[src/rtl/stopwatch_core.sv]
// rtl/stopwatch_core.sv - M:SS.T BCD stopwatch core with start/stop/lap/clear FSM
//
// Purpose: counts 0.1 s ticks into four BCD digits under a start/stop/lap/clear
//          state machine and selects live or frozen lap digits for display.
// Ports:
//   clockin    - system clock
//   reset      - asynchronous active-low reset
//   tick       - one-cycle 0.1 s enable
//   btn_ss     - start/stop button level (asynchronous, debounced)
//   btn_lc     - lap/clear button level (asynchronous, debounced)
//   d0..d3     - displayed digits: tenths, seconds ones, seconds tens, minutes
//   running    - high in RUN or LAP
//   lap_active - high in LAP (display frozen)
//   ovf        - sticky terminal-count flag
module stopwatch_core #(
   parameter bit          SATURATE = 1'b1,
   parameter int unsigned MAX_MIN  = 9
) (
   input  logic       clockin,
   input  logic       reset,
   input  logic       tick,
   input  logic       btn_ss,
   input  logic       btn_lc,
   output logic [3:0] d0,
   output logic [3:0] d1,
   output logic [3:0] d2,
   output logic [3:0] d3,
   output logic       running,
   output logic       lap_active,
   output logic       ovf
);

   typedef enum logic [2:0] {
      ST_IDLE  = 3'd0,
      ST_RUN   = 3'd1,
      ST_LAP   = 3'd2,
      ST_PAUSE = 3'd3,
      ST_DONE  = 3'd4
   } state_t;

   localparam logic [3:0] MAX_D3 = MAX_MIN[3:0];

   state_t     state_q, state_d;
   logic [3:0] live0_q, live1_q, live2_q, live3_q;
   logic [3:0] live0_d, live1_d, live2_d, live3_d;
   logic [3:0] lap0_q, lap1_q, lap2_q, lap3_q;
   logic [3:0] lap0_d, lap1_d, lap2_d, lap3_d;
   logic       ovf_q, ovf_d;
   // bit 0 = first sync stage, bit 1 = second sync stage, bit 2 = previous value
   logic [2:0] ss_sync_q, ss_sync_d;
   logic [2:0] lc_sync_q, lc_sync_d;

   logic       ss_press, lc_press;
   logic       counting, terminal;
   logic [3:0] inc0, inc1, inc2, inc3;

   always_ff @(posedge clockin or negedge reset) begin
      if (!reset) begin
         state_q   <= ST_IDLE;
         live0_q   <= 4'd0;
         live1_q   <= 4'd0;
         live2_q   <= 4'd0;
         live3_q   <= 4'd0;
         lap0_q    <= 4'd0;
         lap1_q    <= 4'd0;
         lap2_q    <= 4'd0;
         lap3_q    <= 4'd0;
         ovf_q     <= 1'b0;
         ss_sync_q <= 3'd0;
         lc_sync_q <= 3'd0;
      end else begin
         state_q   <= state_d;
         live0_q   <= live0_d;
         live1_q   <= live1_d;
         live2_q   <= live2_d;
         live3_q   <= live3_d;
         lap0_q    <= lap0_d;
         lap1_q    <= lap1_d;
         lap2_q    <= lap2_d;
         lap3_q    <= lap3_d;
         ovf_q     <= ovf_d;
         ss_sync_q <= ss_sync_d;
         lc_sync_q <= lc_sync_d;
      end
   end

   // BCD increment with carry chain; the terminal count is handled separately,
   // so the minutes digit never needs to wrap here.
   always_comb begin
      inc0 = live0_q;
      inc1 = live1_q;
      inc2 = live2_q;
      inc3 = live3_q;
      if (live0_q == 4'd9) begin
         inc0 = 4'd0;
         if (live1_q == 4'd9) begin
            inc1 = 4'd0;
            if (live2_q == 4'd5) begin
               inc2 = 4'd0;
               inc3 = live3_q + 4'd1;
            end else begin
               inc2 = live2_q + 4'd1;
            end
         end else begin
            inc1 = live1_q + 4'd1;
         end
      end else begin
         inc0 = live0_q + 4'd1;
      end
   end

   always_comb begin
      ss_sync_d = {ss_sync_q[1:0], btn_ss};
      lc_sync_d = {lc_sync_q[1:0], btn_lc};
      ss_press  = ss_sync_q[1] & ~ss_sync_q[2];
      // start/stop wins a same-cycle collision
      lc_press  = lc_sync_q[1] & ~lc_sync_q[2] & ~ss_press;

      counting = ((state_q == ST_RUN) || (state_q == ST_LAP)) && tick;
      terminal = (live3_q == MAX_D3) && (live2_q == 4'd5) &&
                 (live1_q == 4'd9) && (live0_q == 4'd9);

      state_d = state_q;
      live0_d = live0_q;
      live1_d = live1_q;
      live2_d = live2_q;
      live3_d = live3_q;
      lap0_d  = lap0_q;
      lap1_d  = lap1_q;
      lap2_d  = lap2_q;
      lap3_d  = lap3_q;
      ovf_d   = ovf_q;

      // Counting uses the current state, so a tick on the edge that leaves
      // RUN/LAP is still counted and one on the edge that enters RUN is not.
      if (counting) begin
         if (terminal) begin
            ovf_d = 1'b1;
            if (!SATURATE) begin
               live0_d = 4'd0;
               live1_d = 4'd0;
               live2_d = 4'd0;
               live3_d = 4'd0;
            end
         end else begin
            live0_d = inc0;
            live1_d = inc1;
            live2_d = inc2;
            live3_d = inc3;
         end
      end

      case (state_q)
         ST_IDLE: begin
            if (ss_press) state_d = ST_RUN;
         end
         ST_RUN: begin
            if (ss_press) begin
               state_d = ST_PAUSE;
            end else if (lc_press) begin
               state_d = ST_LAP;
               lap0_d  = live0_q;
               lap1_d  = live1_q;
               lap2_d  = live2_q;
               lap3_d  = live3_q;
            end
         end
         ST_LAP: begin
            if (ss_press)      state_d = ST_PAUSE;
            else if (lc_press) state_d = ST_RUN;
         end
         ST_PAUSE, ST_DONE: begin
            if (ss_press && (state_q == ST_PAUSE)) begin
               state_d = ST_RUN;
            end else if (lc_press) begin
               state_d = ST_IDLE;
               live0_d = 4'd0;
               live1_d = 4'd0;
               live2_d = 4'd0;
               live3_d = 4'd0;
               ovf_d   = 1'b0;
            end
         end
         default: state_d = ST_IDLE;
      endcase

      // Saturation overrides any coincident button transition.
      if (SATURATE && counting && terminal) state_d = ST_DONE;
   end

   always_comb begin
      running    = (state_q == ST_RUN) || (state_q == ST_LAP);
      lap_active = (state_q == ST_LAP);
      ovf        = ovf_q;
      if (state_q == ST_LAP) begin
         d0 = lap0_q;
         d1 = lap1_q;
         d2 = lap2_q;
         d3 = lap3_q;
      end else begin
         d0 = live0_q;
         d1 = live1_q;
         d2 = live2_q;
         d3 = live3_q;
      end
   end

endmodule

[config.mk]
export PLATFORM = sky130hd
export DESIGN_NAME = stopwatch_core
export DESIGN_NICKNAME = d
export VERILOG_FILES = /design/src/rtl/stopwatch_core.sv
export SDC_FILE = /design/constraint.sdc
export NUM_CORES = 1
export LEC_CHECK = 0
export CORE_ASPECT_RATIO = 0.9
export CORE_MARGIN = 3
export CORE_UTILIZATION = 59
export CTS_BUF_LIST = sky130_fd_sc_hd__clkbuf_16
export CTS_CLUSTER_SIZE = 30
export DETAILED_ROUTE_END_ITERATION = 10
export GPL_ROUTABILITY_DRIVEN = 0
export PLACE_DENSITY = 0.83
export SLEW_MARGIN = 20
export SYNTH_ARGS = -nofsm -noshare
export SYNTH_HDL_FRONTEND = slang
export SYNTH_SLANG_ARGS = --single-unit
[constraint.sdc]
create_clock -name clockin -period 4.5 [get_ports clockin]
set_input_delay 0.9 -clock clockin [delete_from_list [all_inputs] [get_ports clockin]]
set_output_delay 0.9 -clock clockin [all_outputs]
set_load 0.01 [all_outputs]
; Word-level counts from Yosys, hierarchy flattened
; Cells that the tools add are included.
[classes]
mux = 47
n_reduce_logical = 11
bitwise_logic = 6
n_addsub = 4
eq_ne = 12
[ops]
columns = operator, n
row1 = two-way mux 4 bit, 33
row2 = two-way mux 3 bit, 8
row3 = "adder 4 x 1 -> 4 bit, second input constant", 4
row4 = "equality test 4 bit, second input constant", 3
row5 = one-hot mux 3 bit (4 select lines), 1
row6 = "equality test 3 x 2 -> 1 bit, second input constant", 2
row7 = logical AND 1 bit, 6
row8 = two-way mux 1 bit, 5
row9 = "equality test 4 x 3 -> 1 bit, second input constant", 1
row10 = "inequality test 4 x 1 -> 1 bit, second input constant", 1
row11 = "inequality test 4 x 3 -> 1 bit, second input constant", 1
row12 = "inequality test 4 bit, second input constant", 1
row13 = AND reduction 4 bit, 1
row14 = AND 1 bit, 3
row15 = "equality test 3 x 1 -> 1 bit, second input constant", 1
row16 = "equality test 3 bit, second input constant", 1
row17 = zero test 3 bit, 1
row18 = "inequality test 3 bit, second input constant", 1
row19 = NOT 1 bit, 3
row20 = AND reduction 3 bit, 1
row21 = OR reduction 2 bit, 1
row22 = logical OR 1 bit, 1
[word_totals]
ff_bits = 42
word_cells = 92
input_bits = 5
output_inout_bits = 19

; Logic depth before layout (Yosys ltp)
[depth]
ltp_word = 9
depth_mapped = 6

; Worst setup path before layout
; OpenSTA, ideal clock, no wires.
[synth_path]
path_kind = register to output
startpoint = register state_q[0]
endpoint = output d0[1]
t_required_ns = 3.600
path_stages_with_launch = 6
path_slack_ns = 1.735
arrival_ns = 1.865
n_path_buf = 2
cell_sequence = dfrtp_1 > buf_4 > or2b_1 > nor2_1 > buf_2 > mux2_2
[synth_via]
elab_chain_cells = 2
[synth_lines]
columns = item, line
row1 = from (decl), 43  ; state_t state_q, state_d;
row2 = from (signal assigned), 72  ; state_q <= state_d;
row3 = equality test 3 x 2 -> 1 bit, --
row4 = net lap_active, 29  ; output logic lap_active,
row5 = two-way mux 4 bit, 195  ; if (state_q == ST_LAP) begin
row6 = to (decl), 24  ; output logic [3:0] d0,
; The timed path passes the listed nets, and every way through them passes these cells.

; Worst setup path in the final report
[layout_path]
startpoint = register state_q[1]
endpoint = output d1[2]
[layout_via]
elab_chain_cells = 2
[layout_lines]
columns = item, line
row1 = equality test 3 x 2 -> 1 bit, 195
row2 = two-way mux 4 bit, 195
row3 = to (decl), 25  ; output logic [3:0] d1,
; No other way between the ends.

==> summary.md <==
| Metric | Value |
|---|---|
| Status | `complete, no violations` |
| Leakage | `1.07 nW` |
| # diodes | `0` |
| Peak VDD IR | `0.377 mV` |
| Distinct cells, synth | `44` |
| Post-layout net count | `224` |
| FF-to-FF setup slack | `2.36 ns` |
| Initial DRT Pass Iterations | `4` |
| Die ar. | `4470 um2` |
| Initial antenna violation count | `0` |
| Final Setup Violations | `0` |
| Synthesized area per cell | `11.2 um2` |
| DRC | `0` |
| Gr usage total | `22.2%` |
| Pin count of the biggest net entering global routing | `43` |
| Gate power share | `33.3%` |
| Hold Path Class | `flip-flop to flip-flop` |
| CP Capture Point | `d1[2]` |
| Layout area overhead | `17.3%` |
| Fmax | `275 MHz` |
| Synthesized instance count | `194` |
| Post-synth ARST share | `100%` |
| Depth of the CTS H-tree | `2` |
| Part of the power in registers | `42.9%` |
| Yosys reg bits | `42` |
| Initial Utilization | `63.2%` |
| Clk root buf | `clkbuf_16` |
| Rows | `20` |
| CTS Buffer Depth | `2` |
| Worst-path maximum fanout | `13` |
| DIE HEIGHT | `63.7 um` |
| Fill cells | `224` |
| Final WL | `4.47 mm` |
| Slew Limit Fails | `0` |
| NetSw | `0.000449 W` |
| Clock Sinks | `42` |
| Vias in the first global route | `1,618` |
| Layout cells sized above 1 | `19.3%` |
| Final hold vios | `0` |
| Total CTS buffers | `5` |
| Total area of sequential cells | `1050 um2` |
| Least-Margin Pin Slew | `0.905 ns` |
| Post-Syn Nets | `201` |
| Reg2Reg Capture Point | `lap3_q[1]` |
| Antenna Nets Post-Route | `0` |
| CP Class | `flip-flop to primary output` |
| Max_cap viols | `0` |
| Setup bufs post-CTS | `0` |
| Synth Flop Type | `dfrtp_1` |
| Via count | `1,606` |
| Drt wl/cell | `17.0 um` |
| PwrDens | `546 nW/um2` |
| CTS tree | `built` |
| Sequential area share after synthesis | `48.2%` |
| Multi-input logic area | `1070 um2` |
| Vias/cell | `6.13` |
| Period Utilization, post-route | `80.7%` |
| Critical Path AT | `2.73 ns` |
| Number of synthesized flops with an enable pin | `0` |
| Pint | `0.000949 W` |
| Setup WS pre-CTS | `1.18 ns` |
| Starting DRT DRC Count | `127` |
| Post-Synthesis Cell Area | `2180 um2` |
| Die width | `70.1 um` |
| Sw frac | `32.1%` |
| Endpoint type of the worst setup path | `primary output` |
| Reg-to-reg startpoint | `lc_sync_q[2]` |
| FF-to-FF path depth | `4` |
| Worst Slack Setup Final | `0.867 ns` |
| I/O pin total | `24` |
| Count of input and output buffers | `23` |
| Crit path from | `state_q[1]` |
| CP startpoint kind | `flip-flop` |
| Clock power share | `23.9%` |
| Post-DP HPWL | `2.99 mm` |
| Hold-fix buffers, CTS | `0` |
| Setup TNS | `0 ns` |
| Grt total ovfl | `0` |
| CP required | `3.60 ns` |
| Slew margin rel. | `39.6%` |
| Yosys warnings | `0` |
| Min Clock Period, post-route | `3.63 ns` |
| Clock Pin Slew Worst Setup and Hold Paths | `0.05 ns` |
| First-pass GRT wire length | `7.84 mm` |
| RSZ-0062 raised after global routing | `no` |
| Post-CTS resize count | `0` |
| Core Region | `3450 um2` |
| Worst Skew | `0.00308 ns` |
| Clk_lat worst skew | `0.28 ns` |
## layout make-up
type / instances / area share [%]
Clock buffer: 5 / 4.89
Clock inverter: 3 / 0.440
Inverter: 4 / 0.587
Multi-Input combinational cell: 140 / 41.8
Sequential cell: 42 / 41.1
Tap cell: 44 / 2.15
Timing Repair Buffer: 24 / 9.10
## metrics by stage
stage	instances	hold WS [ns]	area [um2]	total power [W]	util, %
3_5_place_dp	254	0.340	2420	0.00106	70.0
4_1_cts	262	0.352	2550	0.00140	74.0
2_1_floorplan	194	0.331	2180	0.000871	-
3_3_place_gp	254	0.332	2420	0.00103	70.0
6_report	262	0.349	2560	0.00140	74.1
5_1_grt	262	0.363	2560	0.00149	74.1
## kinds of logic (layout without fill, tap and decap cells)
family,count (synthesis),in the layout,synth area share [%]
flops,42,42,48.2
mux,31,31,15.9
buf+inv,12,36,3.04
xor+xnor,3,3,2.06
simple gates,66,66,18.9
compound gates,38,38,10.8
fa+ha+maj,2,2,1.15
## flip-flops by register name (all words and copies together), names as in the netlist
| signal | count |
|---|---|
| live0_q | 4 |
| live1_q | 4 |
| lap0_q | 4 |
| state_q | 3 |
| lap2_q | 4 |
| ss_sync_q | 3 |
| ovf | 1 |
| live3_q | 4 |
| live2_q | 4 |
| lap3_q | 4 |
| lc_sync_q | 3 |
| lap1_q | 4 |
## worst max-delay path, cell delays in order (launching register included)
cell             delay (ns)
dfrtp_1                0.54
or2b_1                 0.28
nor2_1                 0.48
buf_4                  0.32
mux2_2                 0.36
clkdlybuf4s50_1        0.48
## power by group through the flow
stage	sequential, W	combinational (W)	clock, W
CTS	0.000597	0.000467	0.000337
detailed placement	0.000603	0.000462	0
global placement	0.000591	0.000444	0
finish	0.000599	0.000465	0.000334
floorplan	0.000556	0.000315	0
global route	0.000621	0.000514	0.000358
## how the worst min path moves through the flow
| stage | from | end | slack [ns] | cells after the start |
|---|---|---|---|---|
| final | ss_sync_q[0] | ss_sync_q[1] | 0.35 | 0 |
| after CTS | ss_sync_q[0] | ss_sync_q[1] | 0.35 | 0 |
| after global routing | lc_sync_q[0] | lc_sync_q[1] | 0.36 | 0 |
| after global placement | lc_sync_q[0] | lc_sync_q[1] | 0.33 | 0 |
| after detailed placement | ss_sync_q[0] | ss_sync_q[1] | 0.34 | 0 |
| after floorplan | lc_sync_q[0] | lc_sync_q[1] | 0.33 | 0 |
## synth_stat cells (2+ instances only)
library cell	count	area (um2)
nand3_1	2	10.0
nand4bb_1	3	33.8
mux2_2	29	327
xor2_1	2	17.5
buf_6	2	22.5
or4_1	3	22.5
a31oi_1	3	18.8
o21ai_0	12	60.1
ha_1	2	25.0
and4bb_2	2	25.0
clkbuf_1	3	11.3
or3_1	5	31.3
o31ai_1	2	15.0
buf_2	2	10.0
nand4_1	4	25.0
a211oi_1	2	15.0
dfrtp_1	42	1050
o2bb2ai_1	2	17.5
nand3b_1	3	22.5
inv_1	4	15.0
nand2_1	8	30.0
nor2_1	10	37.5
a21oi_1	11	55.1
nor2b_1	8	50.1
nand2b_1	6	37.5
nor3_1	4	20.0
## layer usage
| layer | global-route usage, % | vias to the layer above | part of all wire (%) |
|---|---|---|---|
| li1 | - | 764 | - |
| met2 | 36.6 | 41 | 50 |
| met4 | 7.42 | 0 | 1.6 |
| met5 | 0 | - | 0 |
| met3 | 6.70 | 10 | 4.0 |
| met1 | 27.9 | 791 | 45 |
## layout by cell type, fill, tap and decap left out, drive strengths merged, types with 3 or more instances in the layout
cell type      netlist  routed
inv                  4       4
a31oi                3       3
o21ai               12      12
clkinv               0       3
or4                  4       4
nand3b               3       3
nand2                8       8
nor2                10      10
nor2b                8       8
nand2b               6       6
nor3                 4       4
clkbuf               3       5
nand4                4       4
mux2                30      30
nand4bb              3       3
dfrtp               42      42
clkdlybuf4s50        0      22
a21oi               11      11
or3                  5       5
Note: power is estimated with default switching activity, not from simulation.
